File: src/rtl/pic_status_pkg.sv
// pic_status_pkg: STATUS bit positions, flag_mask layout, controller states and POR constant.
package pic_status_pkg;
   localparam int IRP   = 7;
   localparam int RP_HI = 6;
   localparam int RP_LO = 5;
   localparam int N_TO  = 4;
   localparam int N_PD  = 3;
   localparam int Z     = 2;
   localparam int DC    = 1;
   localparam int C     = 0;
   localparam int FM_Z  = 2;
   localparam int FM_DC = 1;
   localparam int FM_C  = 0;
   localparam logic [7:0] POR_DEFAULT = 8'h18;
   typedef enum logic [2:0] {ST_INIT, ST_IDLE, ST_Q1, ST_Q2, ST_Q3, ST_Q4, ST_EVT} state_t;
endpackage

File: src/rtl/status_flag_merge.sv
// status_flag_merge: combinational next-STATUS byte from base, software data, ALU flags and core events.
module status_flag_merge
   import pic_status_pkg::*;
(
   input  logic [7:0] base,
   input  logic [7:0] alu_result,
   input  logic       file_wr,
   input  logic [2:0] flag_mask,
   input  logic       alu_dc,
   input  logic       alu_c,
   input  logic       evt_sleep,
   input  logic       evt_clrwdt,
   input  logic       evt_wdt_to,
   output logic [7:0] next_status
);
   always_comb begin
      next_status[IRP:RP_LO] = file_wr ? alu_result[IRP:RP_LO] : base[IRP:RP_LO];
      next_status[N_TO] = evt_wdt_to ? 1'b0 : (evt_sleep || evt_clrwdt) ? 1'b1 : base[N_TO];
      next_status[N_PD] = evt_sleep ? 1'b0 : evt_clrwdt ? 1'b1 : base[N_PD];
      // flag updates win over the software write of the same bit
      next_status[Z]  = flag_mask[FM_Z] ? (alu_result == 8'h00) : file_wr ? alu_result[Z] : base[Z];
      next_status[DC] = flag_mask[FM_DC] ? alu_dc : file_wr ? alu_result[DC] : base[DC];
      next_status[C]  = flag_mask[FM_C] ? alu_c : file_wr ? alu_result[C] : base[C];
   end
endmodule

File: src/rtl/status_update_ctrl.sv
// status_update_ctrl: one STATUS update per Q1-Q4 instruction cycle plus the POR write after reset.
// STATUS_UPD_WDT_EN adds sticky SLEEP/CLRWDT/WDT event capture and the standalone EVT write state.
module status_update_ctrl
   import pic_status_pkg::*;
#(
   parameter logic [7:0] POR_VALUE = POR_DEFAULT,
   parameter int         DATA_W    = 8
) (
   input  logic              clk,
   input  logic              rst,
   input  logic              instr_valid,
   input  logic [2:0]        flag_mask,
   input  logic              stat_file_wr,
   input  logic [DATA_W-1:0] alu_result,
   input  logic              alu_dc,
   input  logic              alu_c,
   input  logic              evt_sleep,
   input  logic              evt_clrwdt,
   input  logic              evt_wdt_to,
   input  logic [7:0]        status_cur,
   output logic              status_wr,
   output logic [7:0]        status_reg_in,
   output logic              busy
);
   state_t            state, state_nxt;
   logic [2:0]        mask_q;
   logic              fwr_q, dc_q, c_q;
   logic [DATA_W-1:0] res_q;
   logic [7:0]        hold_q, merged;
   logic [2:0]        pend;
   logic              in_q4;
   always_ff @(posedge clk)
      if (rst) state <= ST_INIT;
      else state <= state_nxt;
   always_comb begin
      state_nxt = ST_IDLE;
      case (state)
         ST_IDLE: begin
`ifdef STATUS_UPD_WDT_EN
            state_nxt = instr_valid ? ST_Q1 : (|pend) ? ST_EVT : ST_IDLE;
`else
            state_nxt = instr_valid ? ST_Q1 : ST_IDLE;
`endif
         end
         ST_Q1:   state_nxt = ST_Q2;
         ST_Q2:   state_nxt = ST_Q3;
         ST_Q3:   state_nxt = ST_Q4;
         ST_Q4:   state_nxt = instr_valid ? ST_Q1 : ST_IDLE;
         default: state_nxt = ST_IDLE;
      endcase
   end
   always_comb begin
      in_q4 = (state == ST_Q4);
      status_wr = !rst && (state == ST_INIT || state == ST_EVT || (in_q4 && (|mask_q || fwr_q || |pend)));
      status_reg_in = !status_wr ? hold_q : (state == ST_INIT) ? POR_VALUE : merged;
      busy = (state != ST_IDLE);
   end
   always_ff @(posedge clk)
      if (rst) begin
         mask_q <= 3'b000;
         fwr_q  <= 1'b0;
         res_q  <= '0;
         dc_q   <= 1'b0;
         c_q    <= 1'b0;
         hold_q <= 8'h00;
      end else begin
         if (instr_valid && (state == ST_IDLE || state == ST_Q4)) begin
            mask_q <= flag_mask;
            fwr_q  <= stat_file_wr;
         end
         if (state == ST_Q3) begin
            res_q <= alu_result;
            dc_q  <= alu_dc;
            c_q   <= alu_c;
         end
         hold_q <= status_reg_in;
      end
`ifdef STATUS_UPD_WDT_EN
   // {wdt_to, sleep, clrwdt}; a pulse landing in the consuming cycle survives the clear
   always_ff @(posedge clk)
      if (rst) pend <= 3'b000;
      else pend <= ((state == ST_Q4 || state == ST_EVT) ? 3'b000 : pend) | {evt_wdt_to, evt_sleep, evt_clrwdt};
`else
   logic unused_evt;
   assign pend = 3'b000;
   assign unused_evt = ^{evt_wdt_to, evt_sleep, evt_clrwdt};
`endif
   status_flag_merge u_merge (
      .base        (status_cur),
      .alu_result  (res_q),
      .file_wr     (fwr_q && in_q4),
      .flag_mask   (in_q4 ? mask_q : 3'b000),
      .alu_dc      (dc_q),
      .alu_c       (c_q),
      .evt_sleep   (pend[1]),
      .evt_clrwdt  (pend[0]),
      .evt_wdt_to  (pend[2]),
      .next_status (merged)
   );
endmodule

File: config.mk
export PLATFORM = sky130hd
export DESIGN_NAME = status_update_ctrl
export DESIGN_NICKNAME = d
export VERILOG_FILES = /design/src/rtl/pic_status_pkg.sv /design/src/rtl/status_flag_merge.sv /design/src/rtl/status_update_ctrl.sv
export SDC_FILE = /design/constraint.sdc
export NUM_CORES = 1
export LEC_CHECK = 0
export BUFFER_PORTS_ARGS = -buffer_cell sky130_fd_sc_hd__buf_2
export CELL_PAD_IN_SITES_DETAIL_PLACEMENT = 1
export CELL_PAD_IN_SITES_GLOBAL_PLACEMENT = 2
export CORE_ASPECT_RATIO = 0.75
export CORE_UTILIZATION = 25
export DETAILED_ROUTE_END_ITERATION = 6
export PLACE_DENSITY_LB_ADDON = 0.05
export SYNTH_ARGS = -nofsm -noshare
export SYNTH_HDL_FRONTEND = slang
export SYNTH_SLANG_ARGS = --single-unit
File: constraint.sdc
create_clock -name clk -period 2.2 [get_ports clk]
set_clock_uncertainty 0.2 [all_clocks]
set_input_delay 0.22 -clock clk [delete_from_list [all_inputs] [get_ports clk]]
set_output_delay 0.22 -clock clk [all_outputs]
set_load 0.05 [all_outputs]
==> metrics.csv, run 1 <==
metric,value,unit
"Worst Path Class, Setup",flop to primary output,
Final Max Slew Viols,0,
Tmin final,2480,ps
clock buffer depth,2,
relative slew slack,77.5,%
GR Overflow Total,0,
P_sw,338,uW
TritonCTS clock tree,built,
top-area cell type share of the netlist area,41.9,%
later-pin clock latency in the skew report,270,ps
IO Count,38,
Area growth syn-to-layout,63.9,%
number of synthesized flops with an enable pin,0,
"Hold Vio Cnt, Final",1,
max_cap viols,0,
max frequency,404,MHz
first-pass GRT wire length,5.80,mm
RSZ-0062 raised after global routing,true,
fin worst setup slack,-275,ps
post-synthesis sequential area ratio,41.9,%
Cells after Synth,138,
drt via density,4.64,
Post-Syn Area per Cell,8.66,um2
FF-to-FF setup slack,90,ps
# nets final,239,
Clock Pin Slew Worst Setup and Hold Paths,90,ps
share of layout cells above drive strength 1,41.9,%
Vias,1240,
initial antenna violation count,0,
DRC Markers,0,
CTS sink cnt,25,
root buffer cell,clkbuf_8,
largest family of logic cells by synthesized area,simple AND/OR/NAND/NOR gates,
worst min-delay path class,input pin to flop,
vias in the first global route,1163,
# rows,21,
outcome,"complete, but fails checks",
ANT nets after route,0,
Crit. End Element,primary output,
Reg2Reg Launch Point,mask_q[0],
worst-path maximum fanout,3,
Synth Area in Compound Gates,16.0,%
1st-pass router iterations,4,
power share of the combinational group,29.8,%
sequential share of power,44.2,%
Max VDD drop,0.000319,V
sw frac,31.0,%
die area,0.00506,mm2
Clk pwr share,26.0,%
P_int,751,uW
Tcrit/Tclk final,113,%
R2R cell count,7,
port bufs,34,
Initial DRC Count,39,
Yosys reg bits,25,
"count leader, synth",dfxtp_1,
Worst Path Arrival,2060,ps
Startpoint Class,flop,
Synth Area in XOR/XNOR,0,%
RePlAce Congestion,0.775,
worst reg2reg path endpoint,hold_q[4],
Worst-Margin Slew,329,ps
cell area after synthesis,0.00119,mm2
mux cell area share after synthesis,10.9,%
H-tree Lvls,1,
GRT Overall Usage,15.6,%
Worst EP required,1780,ps
"Setup violations, final",9,
largest net degree at the start of global routing,19,
pwr/cell area,556,mW/mm2
Synth Area in Adders,0,%
initial cell density of the core,26.4,%
setup_tns,-1980,ps
Post-synth top cells,"dfxtp_1 (25), nor2_1 (15), mux2i_1 (13), nand2_1 (12), a21oi_1 (10)",
syn nets,166,
drt wl/cell,13.6,um
Static Leak,0.000858,uW
failing checks,"hold timing, setup timing",
Final Hold Slack,-1.41,ps
Die Span Y,61.9,um
top post-synthesis cells by area,"dfxtp_1 (42%), mux2i_1 (11%), nor2_1 (4.7%), a21oi_1 (4.2%), nand2_1 (3.8%)",
CP endpoint,status_reg_in[0],
Num CTS Buffers,3,
ANT cells,0,
post-synthesis cell type count,33,
crit path from,mask_q[0],
core area,0.00452,mm2
ys flop type,dfxtp_1,
leading area contributor after synthesis,dfxtp_1,
asr flop ratio synth,0,%
yosys warns,0,
width of the die,81.8,um
WL final,3.64,mm
Post-DP HPWL,2.70,mm
Synth Area in Simple Gates,27.0,%
-- placed cells by master, fill, tap and decap left out, types with 2 or more instances in the layout --
| cell | synthesis | routed |
|---|---|---|
| buf_2 | 1 | 25 |
| o31ai_2 | 0 | 2 |
| buf_6 | 1 | 11 |
| buf_4 | 0 | 24 |
| mux2i_1 | 13 | 13 |
| inv_1 | 4 | 3 |
| nor2b_1 | 3 | 2 |
| o21ai_0 | 3 | 3 |
| dlygate4sd3_1 | 0 | 13 |
| dfxtp_2 | 0 | 2 |
| nand2_1 | 12 | 8 |
| clkbuf_8 | 0 | 3 |
| and2_1 | 7 | 7 |
| nor2_1 | 15 | 15 |
| dfxtp_1 | 25 | 23 |
| nand2_4 | 0 | 3 |
| o21ai_2 | 2 | 2 |
| nor4_1 | 4 | 3 |
| nand3_1 | 7 | 7 |
| a21oi_1 | 10 | 10 |
| buf_8 | 0 | 2 |
| nor3_1 | 5 | 5 |
-- critical path, cell delays in order, from the launching register on --
cell and delay [ps]:
dfxtp_2 330, or4_4 560, a211oi_4 270, buf_4 160
nor3_1 40, a22o_2 250, buf_6 160
-- power by group through the flow --
stage | Clock (uW) | Combinational [uW] | Sequential, uW
after floorplan | 0 | 160 | 488
after global placement | 0 | 253 | 489
after detailed placement | 0 | 256 | 490
after CTS | 293 | 305 | 480
after global routing | 323 | 352 | 484
final | 283 | 325 | 482
-- metrics by stage --
step	instance area (um2)	cells	power (uW)	worst slack, ps	utilization, %
finish	1960	267	1090	-275	43.3
global route	1960	267	1160	-371	43.3
CTS	1880	264	1080	-298	41.7
detailed placement	1620	246	746	-92.4	35.8
global placement	1620	246	742	-51.1	35.8
floorplan	1230	138	649	-170	-
-- state kept, by name (all words and copies together), names as in the netlist --
signal,cells
c_q,1
state,3
dc_q,1
res_q,8
fwr_q,1
mask_q,3
hold_q,8
-- routing by layer --
layer / vias up / GRT usage [%] / wire, um
li1: 633 / - / -
met1: 586 / 22.0 / 1910
met2: 19 / 24.1 / 1610
met3: 2 / 3.94 / 107
met4: 0 / 3.01 / 15
met5: - / 0 / 0
-- kinds of logic (layout without fill, tap and decap cells) --
kind of cell | count (synthesis) | after routing
DFF | 25 | 25
muxes | 13 | 13
and+or+nand+nor | 62 | 62
buffers and inverters | 11 | 83
AOI/OAI and AO/OA | 27 | 27
-- cell type report --
class,instances,area [um2]
well taps,57,71.3
clock inverters,1,7.51
fillers,553,2560
clock buffers,3,41.3
flip-flops and latches,25,503
repair buffers,75,589
multi-input cells,102,728
inverters,4,17.5
-- what timing repair did --
action | CTS | global route
endpoints found under the setup margin | 9 | 9
gates resized for setup | 26 | 13
gates cloned | 1 | 0
pin swaps | 1 | 2
endpoints found under the hold margin | 13 | 0
hold buffers | 13 | 0
buffers inserted | 0 | 3
-- worst min-delay path by stage --
stage          slack [ps]   endpoint     startpoint  cells after the start
3_3_place_gp          250   res_q[2]  alu_result[2]                      3
3_5_place_dp          270   res_q[3]  alu_result[3]                      3
6_report               -1   res_q[7]  alu_result[7]                      3
2_1_floorplan         160  mask_q[0]   flag_mask[0]                      2
5_1_grt                60   res_q[7]  alu_result[7]                      3
4_1_cts                 4   res_q[7]  alu_result[7]                      3
(Power assumes the default switching activity.)
==> inputs of run 2 (changes only) <==
CORE_ASPECT_RATIO = 1.5   (was 0.75)
CORE_UTILIZATION = 27   (was 25)
CTS_BUF_LIST = sky130_fd_sc_hd__clkbuf_4 sky130_fd_sc_hd__clkbuf_8   (was not set)
==> metrics.csv, run 2 (synthesis results as in run 1) <==
metric,value,unit,change
max frequency,402,MHz,-0.50%
Highest Signal Layer,met4,,
RSZ-0062 raised after global routing,true,,
share of layout cells above drive strength 1,45.5,%,+3.6 points
"Setup violations, final",9,,unchanged
max_cap viols,0,,unchanged
"commonest non-fill, non-tap cell in the layout",buf_2,,
port bufs,34,,unchanged
root buffer cell,clkbuf_8,,
CP Buf/Inv Count,3,,+1
worst-path maximum fanout,4,,+1
sequential share of power,43.5,%,-0.7 points
Final Max Slew Viols,0,,unchanged
1st-pass router iterations,2,,-2
area post-placement,0.00158,mm2,-2.2%
later-pin clock latency in the skew report,280,ps,about the same
relative slew slack,76.4,%,-1.1 points
die area,0.00470,mm2,-7.1%
width of the die,56.3,um,-31%
largest registers,"hold_q: 8 flops, res_q: 8 flops",,
FF-to-FF setup slack,30,ps,-60 ps
metal1 wirelength,1.60,mm,-17%
GRT Overall Usage,16.7,%,+1.2 points
Num CTS Buffers,3,,unchanged
CP endpoint,status_reg_in[0],,
met3 WL,69,um,-36%
Clock Pin Slew Worst Setup and Hold Paths,90,ps,about the same
worst reg2reg path endpoint,hold_q[3],,
clock buffer depth,2,,unchanged
crit path cell chain,or4_4 > a211oi_4 > buf_6 > buf_6 > nor3_2 > a22o_2 > buf_8,,
Reg2Reg Launch Point,mask_q[2],,
initial antenna violation count,0,,unchanged
"slowest stage delay, CP",550,ps,about the same
initial cell density of the core,28.1,%,+1.7 points
R2R cell count,9,,+2
Startpoint Class,flop,,
Area growth syn-to-layout,69.9,%,
Worst EP required,1780,ps,about the same
IO Count,38,,unchanged
DRC Markers,0,,unchanged
ANT nets after route,0,,unchanged
Die Span Y,83.5,um,+35%
fin worst setup slack,-288,ps,-12.4 ps
final instance area,0.00203,mm2,+3.7%
worst min-delay path class,input pin to flop,,
pwr/cell area,549,mW/mm2,-1.2%
vias in the first global route,1346,,+16%
GR Overflow Total,0,,unchanged
RePlAce Congestion,0.873,,+13%
P_sw,352,uW,+4.3%
drt wl/cell,14.8,um,+8.7%
P_int,763,uW,+1.6%
most frequent cells in the layout,"buf_2 (25), buf_4 (24), dfxtp_1 (20)",,
"Largest delay share family, worst path",simple AND/OR/NAND/NOR gates,,
cell mode on critical path,buf_6,,
Initial DRC Count,10,,-74%
Tcrit/Tclk final,113,%,+0.57 points
Crit-path slowest cell,or4_4,,
core area,0.00425,mm2,-6.1%
Tmin final,2490,ps,+12.4 ps
metal2 WL,2.09,mm,+30%
Static Leak,0.000889,uW,+3.6%
Final Hold Slack,-0.0370,ps,+1.37 ps
Crit. End Element,primary output,,
Post-DP HPWL,2.70,mm,-0.11%
Worst-Margin Slew,351,ps,+22.5 ps
power share of the combinational group,30.9,%,+1.1 points
critical path depth,7,,+1
drt via density,4.91,,+5.7%
Vias,1271,,+2.5%
ANT cells,0,,unchanged
Max VDD drop,0.000327,V,+2.5%
crit path from,mask_q[2],,
H-tree Lvls,1,,unchanged
TritonCTS clock tree,built,,
Worst Path Arrival,2070,ps,about the same
first-pass GRT wire length,6.17,mm,+6.4%
CTS sink cnt,25,,unchanged
WL final,3.84,mm,+5.5%
# rows,29,,+38%
Clk pwr share,25.6,%,-0.4 points
outcome,"complete, but fails checks",,
Util after Layout,47.8,%,+4.5 points
largest net degree at the start of global routing,19,,unchanged
sw frac,31.6,%,+0.56 points
# nets final,242,,+1.3%
failing checks,"hold timing, setup timing",,
"Hold Vio Cnt, Final",1,,unchanged
"Worst Path Class, Setup",flop to primary output,,
-- run 2: tightest hold or removal path: cells and delay by family --
| kind | cells | cell delay, ps |
|---|---|---|
| buf+inv | 1 | 70 |
| mux | 1 | 60 |
| simple gates | 1 | 90 |
-- run 2: through the flow --
stage	power [uW]	TNS (ps)	cells	setup WS, ps
2_1_floorplan	649	-1130	138	-170
3_3_place_gp	736	-193	232	-52.6
3_5_place_dp	745	-327	232	-73.9
4_1_cts	1080	-2480	254	-331
5_1_grt	1170	-2670	259	-360
6_report	1120	-1990	259	-288
-- run 2: layout make-up --
cell class,instances,area [um2]
Clock inverter,1,5.00
Tap cell,46,57.6
Multi-Input combinational cell,102,772
Timing Repair Buffer,78,628
Clock buffer,3,41.3
Inverter,4,15.0
Sequential cell,25,512
Fill cell,495,2210
-- run 2: power groups by stage --
stage | Combinational, uW | Sequential, uW | Clock, uW
floorplan | 160 | 488 | 0
global placement | 244 | 492 | 0
detailed placement | 252 | 494 | 0
CTS | 307 | 484 | 292
global route | 369 | 488 | 310
finish | 345 | 485 | 286
-- run 2: timing repair --
action                                 in CTS  in global routing
hold buffers                               13                  0
resized for setup                          26                 23
cloned                                      0                  1
endpoints found under the hold margin      13                  0
pin swaps                                   4                  4
setup buffers                               5                  4
setup endpoints to repair                   9                 10
-- run 2: routing by layer --
layer	global-route usage (%)	up-vias
met5	0	-
met3	2.02	7
met4	7.76	0
met1	19.5	601
li1	-	640
met2	29.9	23
-- run 2: how the worst min path moves through the flow --
stage / startpoint / endpoint / cells past startpoint
after floorplan: flag_mask[0] / mask_q[0] / 2
after global placement: alu_result[0] / res_q[0] / 3
after detailed placement: alu_result[3] / res_q[3] / 3
after CTS: alu_result[5] / res_q[5] / 3
after global routing: alu_result[5] / res_q[5] / 3
final: alu_result[5] / res_q[5] / 3
==> inputs of run 3 (changes only) <==
SETUP_SLACK_MARGIN = 0.3   (was not set)
==> metrics.csv, run 3 (synthesis results as in run 1) <==
metric,value,unit,change
outcome,"complete, but fails checks",,
failing checks,setup timing,,
relative slew slack,73.9,%,-2.4 points
clock buffer depth,2,,unchanged
Worst Path Arrival,2010,ps,-60 ps
later-pin clock latency in the skew report,270,ps,about the same
Worst-Margin Slew,388,ps,+36.8 ps
max_cap viols,0,,unchanged
Final Power,1140,uW,+2.4%
RePlAce Congestion,0.728,,-17%
initial antenna violation count,0,,unchanged
vias in the first global route,1408,,+4.6%
Initial DRC Count,16,,+6
H-tree Lvls,1,,unchanged
DRC Markers,0,,unchanged
initial cell density of the core,28.1,%,unchanged
"commonest non-fill, non-tap cell in the layout",buf_2,,
worst min-delay path class,input pin to flop,,
ANT cells,0,,unchanged
Crit. End Element,primary output,,
port bufs,34,,unchanged
core area,0.00425,mm2,unchanged
"Setup violations, final",10,,+1
Final Max Slew Viols,0,,unchanged
placed insts,233,,+0.43%
IO Count,38,,unchanged
Final Hold Slack,3.98,ps,+4.02 ps
# nets final,243,,+0.41%
ANT nets after route,0,,unchanged
largest registers,"hold_q: 8 flops, res_q: 8 flops",,
Num CTS Buffers,3,,unchanged
Clock Pin Slew Worst Setup and Hold Paths,90,ps,about the same
Static Leak,0.000908,uW,+2.1%
GRT Overall Usage,17.4,%,+0.67 points
Max VDD drop,0.000345,V,+5.3%
die area,0.00470,mm2,unchanged
Layout Cells excl Fill,260,,+0.39%
RSZ-0062 raised after global routing,true,,
# fillers,491,,-0.81%
FF+latch area,514,um2,+0.49%
most frequent cells in the layout,"buf_2 (25), buf_4 (21), dfxtp_1 (20)",,
WL final,3.84,mm,about the same
area post-placement,0.00160,mm2,+0.87%
TritonCTS clock tree,built,,
max frequency,411,MHz,+2.2%
fin worst setup slack,-235,ps,+53.2 ps
Startpoint Class,flop,,
worst-path maximum fanout,5,,+1
Tmin final,2430,ps,-53.2 ps
root buffer cell,clkbuf_8,,
drt via density,4.98,,+1.5%
# rows,29,,unchanged
drt wl/cell,14.8,um,-0.33%
Multi-input gate area,797,um2,+3.2%
Util after Layout,49.4,%,+1.6 points
CTS sink cnt,25,,unchanged
Area growth syn-to-layout,75.5,%,
Tcrit/Tclk final,111,%,-2.4 points
GR Overflow Total,0,,unchanged
1st-pass router iterations,4,,+2
final instance area,0.00210,mm2,+3.3%
Vias,1295,,+1.9%
largest net degree at the start of global routing,19,,unchanged
share of layout cells above drive strength 1,45.8,%,+0.25 points
first-pass GRT wire length,6.47,mm,+4.8%
width of the die,56.3,um,unchanged
pwr/cell area,544,mW/mm2,-0.88%
"Hold Vio Cnt, Final",0,,-1
Die Span Y,83.5,um,unchanged
Post-DP HPWL,2.67,mm,-0.90%
Worst EP required,1780,ps,about the same
"Worst Path Class, Setup",flop to primary output,,
[run 3: changes by cell type in the layout (fill, tap and decap cells not counted), sizes merged]
cell,before,now
buf,65,66
clkinv,1,0
clkbuf,3,4
[run 3: power by group]
group	total, uW	switching (uW)	internal, uW
sequential	485	16.2	468
combinational	365	185	180
clock	292	150	142
total	1140	351	791
[run 3: critical path, cell delays in order, from the launching register on]
cell and delay [ps]:
dfxtp_2 330, or4_4 550, a211oi_4 220, buf_6 150, buf_8 120, buf_8 130
o31ai_4 80, buf_6 160
[run 3: final timing paths]
check	startpoint	to	slack (ps)	cells after the start
min	stat_file_wr	fwr_q	4	3
min reg2reg	dc_q	dc_q	290	2
max	mask_q[0]	status_reg_in[6]	-230	7
max reg2reg	state[0]	hold_q[2]	-210	13
[run 3: layout make-up]
class	count	share of cell area, %
Tap cell	46	2.74
Inverter	4	0.835
Timing Repair Buffer	79	31.6
Multi-Input combinational cell	102	38.0
Clock buffer	4	2.33
Sequential cell	25	24.5
[run 3: repair_timing]
action	in CTS	in global routing
hold buffers	13	0
gates resized for setup	47	13
hold endpoints to repair	13	0
setup endpoints to repair	17	18
setup buffers	9	1
pin swaps	8	6
[run 3: metrics by stage]
step | setup TNS (ps) | worst slack, ps
2_1_floorplan | -1150 | -170
3_3_place_gp | -144 | -43.0
3_5_place_dp | -381 | -87.7
4_1_cts | -2230 | -280
5_1_grt | -2670 | -321
6_report | -1980 | -235
[run 3: per-layer routing]
metal / vias to the layer above / global-route usage [%] / part of all wire [%]
li1: 641 / - / -
met2: 26 / 32.4 / 56
met3: 6 / 2.64 / 2.5
met1: 622 / 19.7 / 39
met4: 0 / 5.76 / 1.7
met5: - / 0 / 0
